--- src/rtl/controle_jogo.sv ---
// Blackjack game controller: deal, player turn, dealer auto-draw and final comparison.
// Optional macro BLACKJACK_NATURAL_EN resolves a natural 21 right after the initial deal.
module controle_jogo #(
  parameter int LIMITE_DEALER = 17,
  parameter int BLACKJACK     = 21
) (
  input  logic       clock,
  input  logic       reset,
  input  logic       inicia,
  input  logic       hit,
  input  logic       stay,
  input  logic       cartaok,
  input  logic [5:0] pts_jogador,
  input  logic [5:0] pts_dealer,
  output logic       pjogador,
  output logic       pdealer,
  output logic       limpa,
  output logic       vitoria,
  output logic       derrota,
  output logic       empate,
  output logic       fim_jogo,
  output logic [3:0] estado
);

  typedef enum logic [3:0] {
    OCIOSO     = 4'd0,
    LIMPA      = 4'd1,
    DJ1        = 4'd2,
    DD1        = 4'd3,
    DJ2        = 4'd4,
    DD2        = 4'd5,
    VEZ_JOG    = 4'd6,
    COMPRA_J   = 4'd7,
    VEZ_DEALER = 4'd8,
    COMPRA_D   = 4'd9,
    COMPARA    = 4'd10,
    FIM        = 4'd11
  } estado_t;

  localparam logic [5:0] LIM = 6'(LIMITE_DEALER);
  localparam logic [5:0] BJ  = 6'(BLACKJACK);

  estado_t    state_q, state_d;
  logic       aguarda_q, aguarda_d;
  logic       pj_q, pj_d, pd_q, pd_d;
  logic       limpa_q, limpa_d;
  logic       vit_q, vit_d, der_q, der_d, emp_q, emp_d, fim_q, fim_d;
  logic [5:0] ptsj_q, ptsj_d, ptsd_q, ptsd_d;
  logic       pedido_j, pedido_d, card_done;

  always_ff @(posedge clock or negedge reset) begin
    if (!reset) begin
      state_q   <= OCIOSO;
      aguarda_q <= 1'b0;
      pj_q      <= 1'b0;
      pd_q      <= 1'b0;
      limpa_q   <= 1'b0;
      vit_q     <= 1'b0;
      der_q     <= 1'b0;
      emp_q     <= 1'b0;
      fim_q     <= 1'b0;
      ptsj_q    <= 6'd0;
      ptsd_q    <= 6'd0;
    end else begin
      state_q   <= state_d;
      aguarda_q <= aguarda_d;
      pj_q      <= pj_d;
      pd_q      <= pd_d;
      limpa_q   <= limpa_d;
      vit_q     <= vit_d;
      der_q     <= der_d;
      emp_q     <= emp_d;
      fim_q     <= fim_d;
      ptsj_q    <= ptsj_d;
      ptsd_q    <= ptsd_d;
    end
  end

  // Card handshake (valid/ready style): the request is raised only while
  // cartaok=0, held until cartaok=1 is sampled (scores captured then), and the
  // state advances only once cartaok has returned to 0.
  always_comb begin
    state_d   = state_q;
    aguarda_d = aguarda_q;
    pj_d      = pj_q;
    pd_d      = pd_q;
    vit_d     = vit_q;
    der_d     = der_q;
    emp_d     = emp_q;
    ptsj_d    = ptsj_q;
    ptsd_d    = ptsd_q;
    card_done = 1'b0;
    pedido_j  = (state_q == DJ1) || (state_q == DJ2) || (state_q == COMPRA_J);
    pedido_d  = (state_q == DD1) || (state_q == DD2) || (state_q == COMPRA_D);

    if (pedido_j || pedido_d) begin
      if (!aguarda_q) begin
        if ((pj_q || pd_q) && cartaok) begin
          pj_d      = 1'b0;
          pd_d      = 1'b0;
          aguarda_d = 1'b1;
          ptsj_d    = pts_jogador;
          ptsd_d    = pts_dealer;
        end else if (!(pj_q || pd_q) && !cartaok) begin
          pj_d = pedido_j;
          pd_d = pedido_d;
        end
      end else if (!cartaok) begin
        aguarda_d = 1'b0;
        card_done = 1'b1;
      end
    end

    case (state_q)
      OCIOSO:     if (inicia) state_d = LIMPA;
      LIMPA:      state_d = DJ1;
      DJ1:        if (card_done) state_d = DD1;
      DD1:        if (card_done) state_d = DJ2;
      DJ2:        if (card_done) state_d = DD2;
      DD2: begin
        if (card_done) begin
          state_d = VEZ_JOG;
`ifdef BLACKJACK_NATURAL_EN
          if (ptsj_q == BJ && ptsd_q == BJ) begin
            state_d = FIM;
            emp_d   = 1'b1;
          end else if (ptsj_q == BJ) begin
            state_d = FIM;
            vit_d   = 1'b1;
          end
`endif
        end
      end
      VEZ_JOG: begin
        if (stay)     state_d = VEZ_DEALER;
        else if (hit) state_d = COMPRA_J;
      end
      COMPRA_J: begin
        if (card_done) begin
          if (ptsj_q > BJ) begin
            state_d = FIM;
            der_d   = 1'b1;
          end else if (ptsj_q == BJ) begin
            state_d = VEZ_DEALER;
          end else begin
            state_d = VEZ_JOG;
          end
        end
      end
      VEZ_DEALER: state_d = (ptsd_q < LIM) ? COMPRA_D : COMPARA;
      COMPRA_D:   if (card_done) state_d = VEZ_DEALER;
      COMPARA: begin
        state_d = FIM;
        if (ptsd_q > BJ)          vit_d = 1'b1;
        else if (ptsj_q > ptsd_q) vit_d = 1'b1;
        else if (ptsj_q == ptsd_q) emp_d = 1'b1;
        else                      der_d = 1'b1;
      end
      FIM:        if (inicia) state_d = LIMPA;
      default:    state_d = OCIOSO;
    endcase

    if (state_d == LIMPA) begin
      vit_d = 1'b0;
      der_d = 1'b0;
      emp_d = 1'b0;
    end
    limpa_d = (state_d == LIMPA);
    fim_d   = (state_d == FIM);
  end

  assign pjogador = pj_q;
  assign pdealer  = pd_q;
  assign limpa    = limpa_q;
  assign vitoria  = vit_q;
  assign derrota  = der_q;
  assign empate   = emp_q;
  assign fim_jogo = fim_q;
  assign estado   = state_q;

endmodule

--- config.mk ---
export PLATFORM = sky130hd
export DESIGN_NAME = controle_jogo
export DESIGN_NICKNAME = d
export VERILOG_FILES = /design/src/rtl/controle_jogo.sv
export SDC_FILE = /design/constraint.sdc
export NUM_CORES = 1
export LEC_CHECK = 0
export ABC_AREA = 1
export CAP_MARGIN = 5
export CORE_MARGIN = 5
export CORE_UTILIZATION = 51
export DETAILED_ROUTE_END_ITERATION = 8
export PLACE_DENSITY = 0.82
export SYNTH_ARGS = -nofsm -noshare
export SYNTH_HDL_FRONTEND = slang
export SYNTH_SLANG_ARGS = --single-unit
--- constraint.sdc ---
create_clock -name clock -period 1.9 [get_ports clock]
set_input_delay 0.38 -clock clock [delete_from_list [all_inputs] [get_ports clock]]
set_output_delay 0.38 -clock clock [all_outputs]
set_load 0.02 [all_outputs]
Word level (Yosys, flattened, before mapping)
Index checks and enable logic that the tools add are counted.
Storage, ports and cells
  memories kept: 0
  ROM bits: 0
  output and inout port bits: 11
  memory bits (writable): 0
  latch bits: 0
  flip-flop bits (word level): 24
Operators by class
  equal/unequal tests: 22
  bitwise operators: 1
  divide/modulo/power cells: 0
  reduce and logical (&&, ||, !) cells: 22
  mux-type cells: 39
  shift operators: 0
  $mul: 0
  add/sub/neg operators: 0
  order comparisons: 4
Operators with widths (number)
  4-bit 2-to-1 mux: 11
  4-bit case mux with 11 select lines: 1
  1-bit 2-to-1 mux: 25
  4-bit equality test (second input constant): 5
  4-bit by 3-bit equality test with 1-bit output (second input constant): 4
  6-bit by 5-bit greater-than comparator with 1-bit output (second input constant): 2
  3-bit != test (second input constant): 4
  4-bit by 1-bit equality test with 1-bit output (second input constant): 2
  4-bit by 2-bit equality test with 1-bit output (second input constant): 2
  6-bit by 5-bit equality test with 1-bit output (second input constant): 1
  6-bit equality test: 1
  6-bit greater-than comparator: 1
  1-bit logical OR: 6
  6-bit by 5-bit less-than comparator with 1-bit output (second input constant): 1
  3-bit AND reduction: 2
  6-bit AND reduction: 1
  2-bit nonzero test: 3
  3-bit nonzero test: 2
  4-bit logical NOT: 1
  2-bit != test (second input constant): 2
  4-bit AND reduction: 1
  3-bit by 2-bit != test with 1-bit output (second input constant): 1
  1-bit logical AND: 2
  1-bit logical NOT: 2
  5 further kinds: 5

Depth between registers and ports, before layout
Gate-level depths: netlist of run 1.
  depth after elaboration: 10
  depth in mapped cells: 13
  mapped depth without buffers: 13

Least setup slack after synthesis of run 1
No wires, ideal clock.
  path type: register to register
  start: register state_q[3] (netlist: estado[3])
  end: register ptsd_q[0]
  arrival time: 1577 ps
  slack: 198 ps
  cell stages (with the launch flop): 9
  clock period less this slack: 1702 ps
  setup time: 125 ps
  cells stage by stage: dfrtp_1 inv_2 nand2_1 nand2_1 a21oi_2 nand2_4 nand3_2 buf_6 mux2_4
On the way
  cells in the longest elaborated chain, start to end: 5
  elaborated cells between the ends (all ways): 12
  those cells by class: eq/ne (6); reduce/logical (6)
RTL lines
  start: declaration: RTL line 43  | estado_t state_q, state_d;
  start signal: assignment: RTL line 65  | state_q <= state_d;
  4-bit by 2-bit equality test with 1-bit output, or another cell as far along: RTL line 93  | pedido_j = (state_q == DJ1) || (state_q == DJ2) || (state_q == COMPRA_J);
  1-bit logical OR, on equally long branches (2 in a row): RTL line 93, 94
  1-bit logical OR *: RTL line 96  | if (pedido_j || pedido_d) begin
  3-bit AND reduction (no source line) *
  end signal: assignment: RTL line 75  | ptsd_q <= ptsd_d;
  end: declaration: RTL line 48  | logic [5:0] ptsj_q, ptsj_d, ptsd_q, ptsd_d;
Mark *: on every way between the ends. The rest lies on a longest branch, timed or not.
A chain may end at the register's enable or synchronous reset.

Worst setup path after layout of run 1
  start: register state_q[3] (netlist: estado[3])
  end: output port estado[3]
RTL lines
  end: declaration: RTL line 22  | output logic [3:0] estado
No word-level cell between the ends.

==> flow_metrics.tcl, run 1 <==
set metrics [dict create \
    status "finished clean" \
    worstMarginPinSlew_ns 0.363 \
    slew_headroom 0.755 \
    fmax_ghz 0.558 \
    num_rows 19 \
    synth_adder_area_share 0.0606 \
    critPathRequiredTime_ns 1.52 \
    postCtsSetupBuffers 0 \
    htreeDepth 1 \
    top_usage_layer "met2" \
    grt_overflow_total 0 \
    drt_first_pass_iters 4 \
    synth_area_leader_cell "dfrtp_1" \
    clock_skew_ns 0.00306 \
    cts_tree "yes" \
    slowest_delay_ns 0.64 \
    fin_cells 253 \
    grt_use_met2 0.335 \
    use_met1 0.193 \
    synth_seq_cells 24 \
    grt_use_total 0.180 \
    n_fill_cell 231 \
    ir_drop_v 0.00110 \
    cts_sinks 24 \
    grt_antenna_before_repair 0 \
    seq_area_frac_synth 0.416 \
    worstPathCellList "clkdlybuf4s50_1" \
    synth_top_family_by_area "simple AND/OR/NAND/NOR gates" \
    critPathMaxFanout 5 \
    final_net_count 249 \
    crit_path_end_kind "output port" \
    drive_above_1_share 0.153 \
    ff2ff_setup_slack_ns 0.18 \
    critPathTopFamily "buffers and inverters" \
    crit_arrival_ns 1.41 \
    syn_area_per_cell_um2 7.81 \
    cap_violations 0 \
    dieArea_um2 4000 \
    start_kind "flop" \
    grt_max_degree 25 \
    synth_compound_gate_area_share 0.147 \
    ys_types 27 \
    grt_pass1_vias 1376 \
    areaGrowthSynthToFinish_pct 28.7 \
    fin_crit_ns 1.79 \
    critPathKind "reg -> out" \
    vias_per_cell 5.40 \
    synth-simple-area-share 0.269 \
    maxSlewViolCount 0 \
    crit_slowest_cell "clkdlybuf4s50_1" \
    stdcell_area_um2 1860 \
    post-route-period-util 0.943 \
    hold_buffers 0 \
    clk_path_buf_depth 2 \
    r2r_end "vitoria" \
    cts.reportedPaths.clkPinSlew_ns 0.12 \
    worstSkewPairLatency_ns 0.32 \
    post-dp-hpwl_um 2680 \
    wl_per_cell_um 13.6 \
    dp.cells 250 \
    met3_usage 0.0355 \
    setup_violations 0 \
    core_region_area_um2 2730 \
    synth.top_cell.area_share 0.416 \
    mappedNetlistArea_um2 1450 \
    hold_slack_ns 0.397 \
    num_io_pins 29 \
    die_y_um 63.2 \
    cts_buffers 3 \
    r2r_start "estado[0]" \
    powerDensity_nw_per_um2 1610 \
    r2r_cells 11 \
    ant_nets 0 \
    path_buf_inv 1 \
    muxShareOfSynthArea 0.0390 \
    cts_resized 0 \
    place_area_um2 1810 \
    antenna_cells 0 \
    drc 0 \
    hold_viol_final 0 \
    syn_nets 210 \
    synth_area_leaders "dfrtp_1 (42%), nand2_1 (9.4%), nor2_1 (8.1%), a21oi_1 (6.6%), ha_1 (6.1%)" \
    drt_iter0_markers 108 \
    fp.dieW_um 63.2 \
    hold_class "in -> async" \
    grt_pass1_wl_um 5780 \
    io_buffers 28 \
    start_util 0.529 \
    rsz0062_at_grt "no" \
    num_vias 1367 \
    ys_warn_count 0 \
    place_congestion 0.791 \
    routed_wl_um 3440 \
    crit_start "estado[3]" \
    p_leak_nw 0.920 \
    syn_inst 185 \
    synth_xor_area_frac 0 \
    root_buffer "clkbuf_4" \
]
## synthesized netlist by cell type
cell,count
a21oi_1,19
a21oi_2,1
buf_2,1
buf_6,1
dfrtp_1,24
ha_1,7
inv_1,18
inv_2,4
mux2_2,1
mux2_4,3
nand2_1,36
nand2_2,1
nand2_4,1
nand3_1,12
nand3_2,1
nand3b_1,1
nand4_1,1
nor2_1,31
nor2_2,3
nor2_4,1
o2111ai_1,1
o211ai_1,2
o21ai_0,8
o21bai_1,2
o22ai_1,2
o41ai_1,2
or2_2,1
## per-stage QoR
stage | utilization | TNS (ns) | setup slack, ns | power (W)
final | 0.680 | 0 | 0.108 | 0.00300
after global routing | 0.680 | 0 | 0.00174 | 0.00327
after CTS | 0.670 | 0 | 0.0356 | 0.00294
after detailed placement | 0.661 | -0.126 | -0.0479 | 0.00271
after global placement | 0.661 | 0 | 0.0250 | 0.00262
after floorplan | - | 0 | 0.198 | 0.00212
## logic make-up (layout without fill, tap and decap cells)
group                      after synthesis  count (layout)
and+or+nand+nor                         89              89
AOI/OAI and AO/OA                       37              37
DFF                                     24              24
buffers and inverters                   24              61
adders and majority gates                7               7
muxes                                    4               4
## power breakdown
part | total, W | internal, W | switching, W | leakage (nW)
Sequential | 0.000920 | 0.000729 | 0.000191 | 0.287
Clock | 0.000221 | 0.0000744 | 0.000147 | 0.0138
Combinational | 0.00186 | 0.000745 | 0.00111 | 0.620
Total | 0.00300 | 0.00155 | 0.00145 | 0.920
## layer usage
metal / routed length, µm / share of wire
met1: 1360 / 0.40
met3: 201 / 0.058
met2: 1820 / 0.53
met5: 0 / 0
met4: 65 / 0.019
## final cells by class
| cell class | instances | area (µm²) | share of cell area |
|---|---|---|---|
| multi-input combinational | 137 | 772 | 0.415 |
| sequential | 24 | 603 | 0.324 |
| timing repair buffer | 36 | 340 | 0.183 |
| inverter | 22 | 82.6 | 0.0444 |
| tap | 31 | 38.8 | 0.0209 |
| clock buffer | 3 | 22.5 | 0.0121 |
## worst max-delay path by stage
stage | end | slack (ns) | cells past startpoint
after floorplan | ptsd_q[0] | 0.20 | 8
after global placement | vitoria | 0.02 | 12
after detailed placement | vitoria | -0.05 | 12
after CTS | estado[1] | 0.04 | 1
after global routing | empate | 0.002 | 10
final | estado[3] | 0.11 | 1
## registers in the layout, indices dropped and copies added (netlist names)
signal     count
empate         1
limpa          1
vitoria        1
fim_jogo       1
ptsj_q         6
estado         4
pjogador       1
derrota        1
aguarda_q      1
pdealer        1
ptsd_q         6
## cell usage in the layout (no fill, tap or decap), types with 3 or more instances in the layout
master,netlist,layout
clkbuf_4,0,3
clkdlybuf4s50_1,0,28
nand3_1,12,12
dfrtp_1,24,22
o21ai_0,8,7
nand2_1,36,35
mux2_4,3,3
buf_4,0,8
inv_1,18,18
nor2_1,31,29
nor2_2,3,5
ha_1,7,7
inv_2,4,4
a21oi_1,19,19
Power figures use the tool's default switching activity.
==> inputs of run 2 (changes only) <==
--- a/config.mk
+++ b/config.mk
@@ -6,9 +6,11 @@
 export NUM_CORES = 1
 export LEC_CHECK = 0
 export ABC_AREA = 1
+export ABC_CLOCK_PERIOD_IN_PS = 1900
 export CAP_MARGIN = 5
 export CORE_MARGIN = 5
 export CORE_UTILIZATION = 51
+export CTS_CLUSTER_SIZE = 20
 export DETAILED_ROUTE_END_ITERATION = 8
 export PLACE_DENSITY = 0.82
 export SYNTH_ARGS = -nofsm -noshare
==> results of run 2 <==
Same layout as run 1: the final DEF is identical, and so are final timing and power.
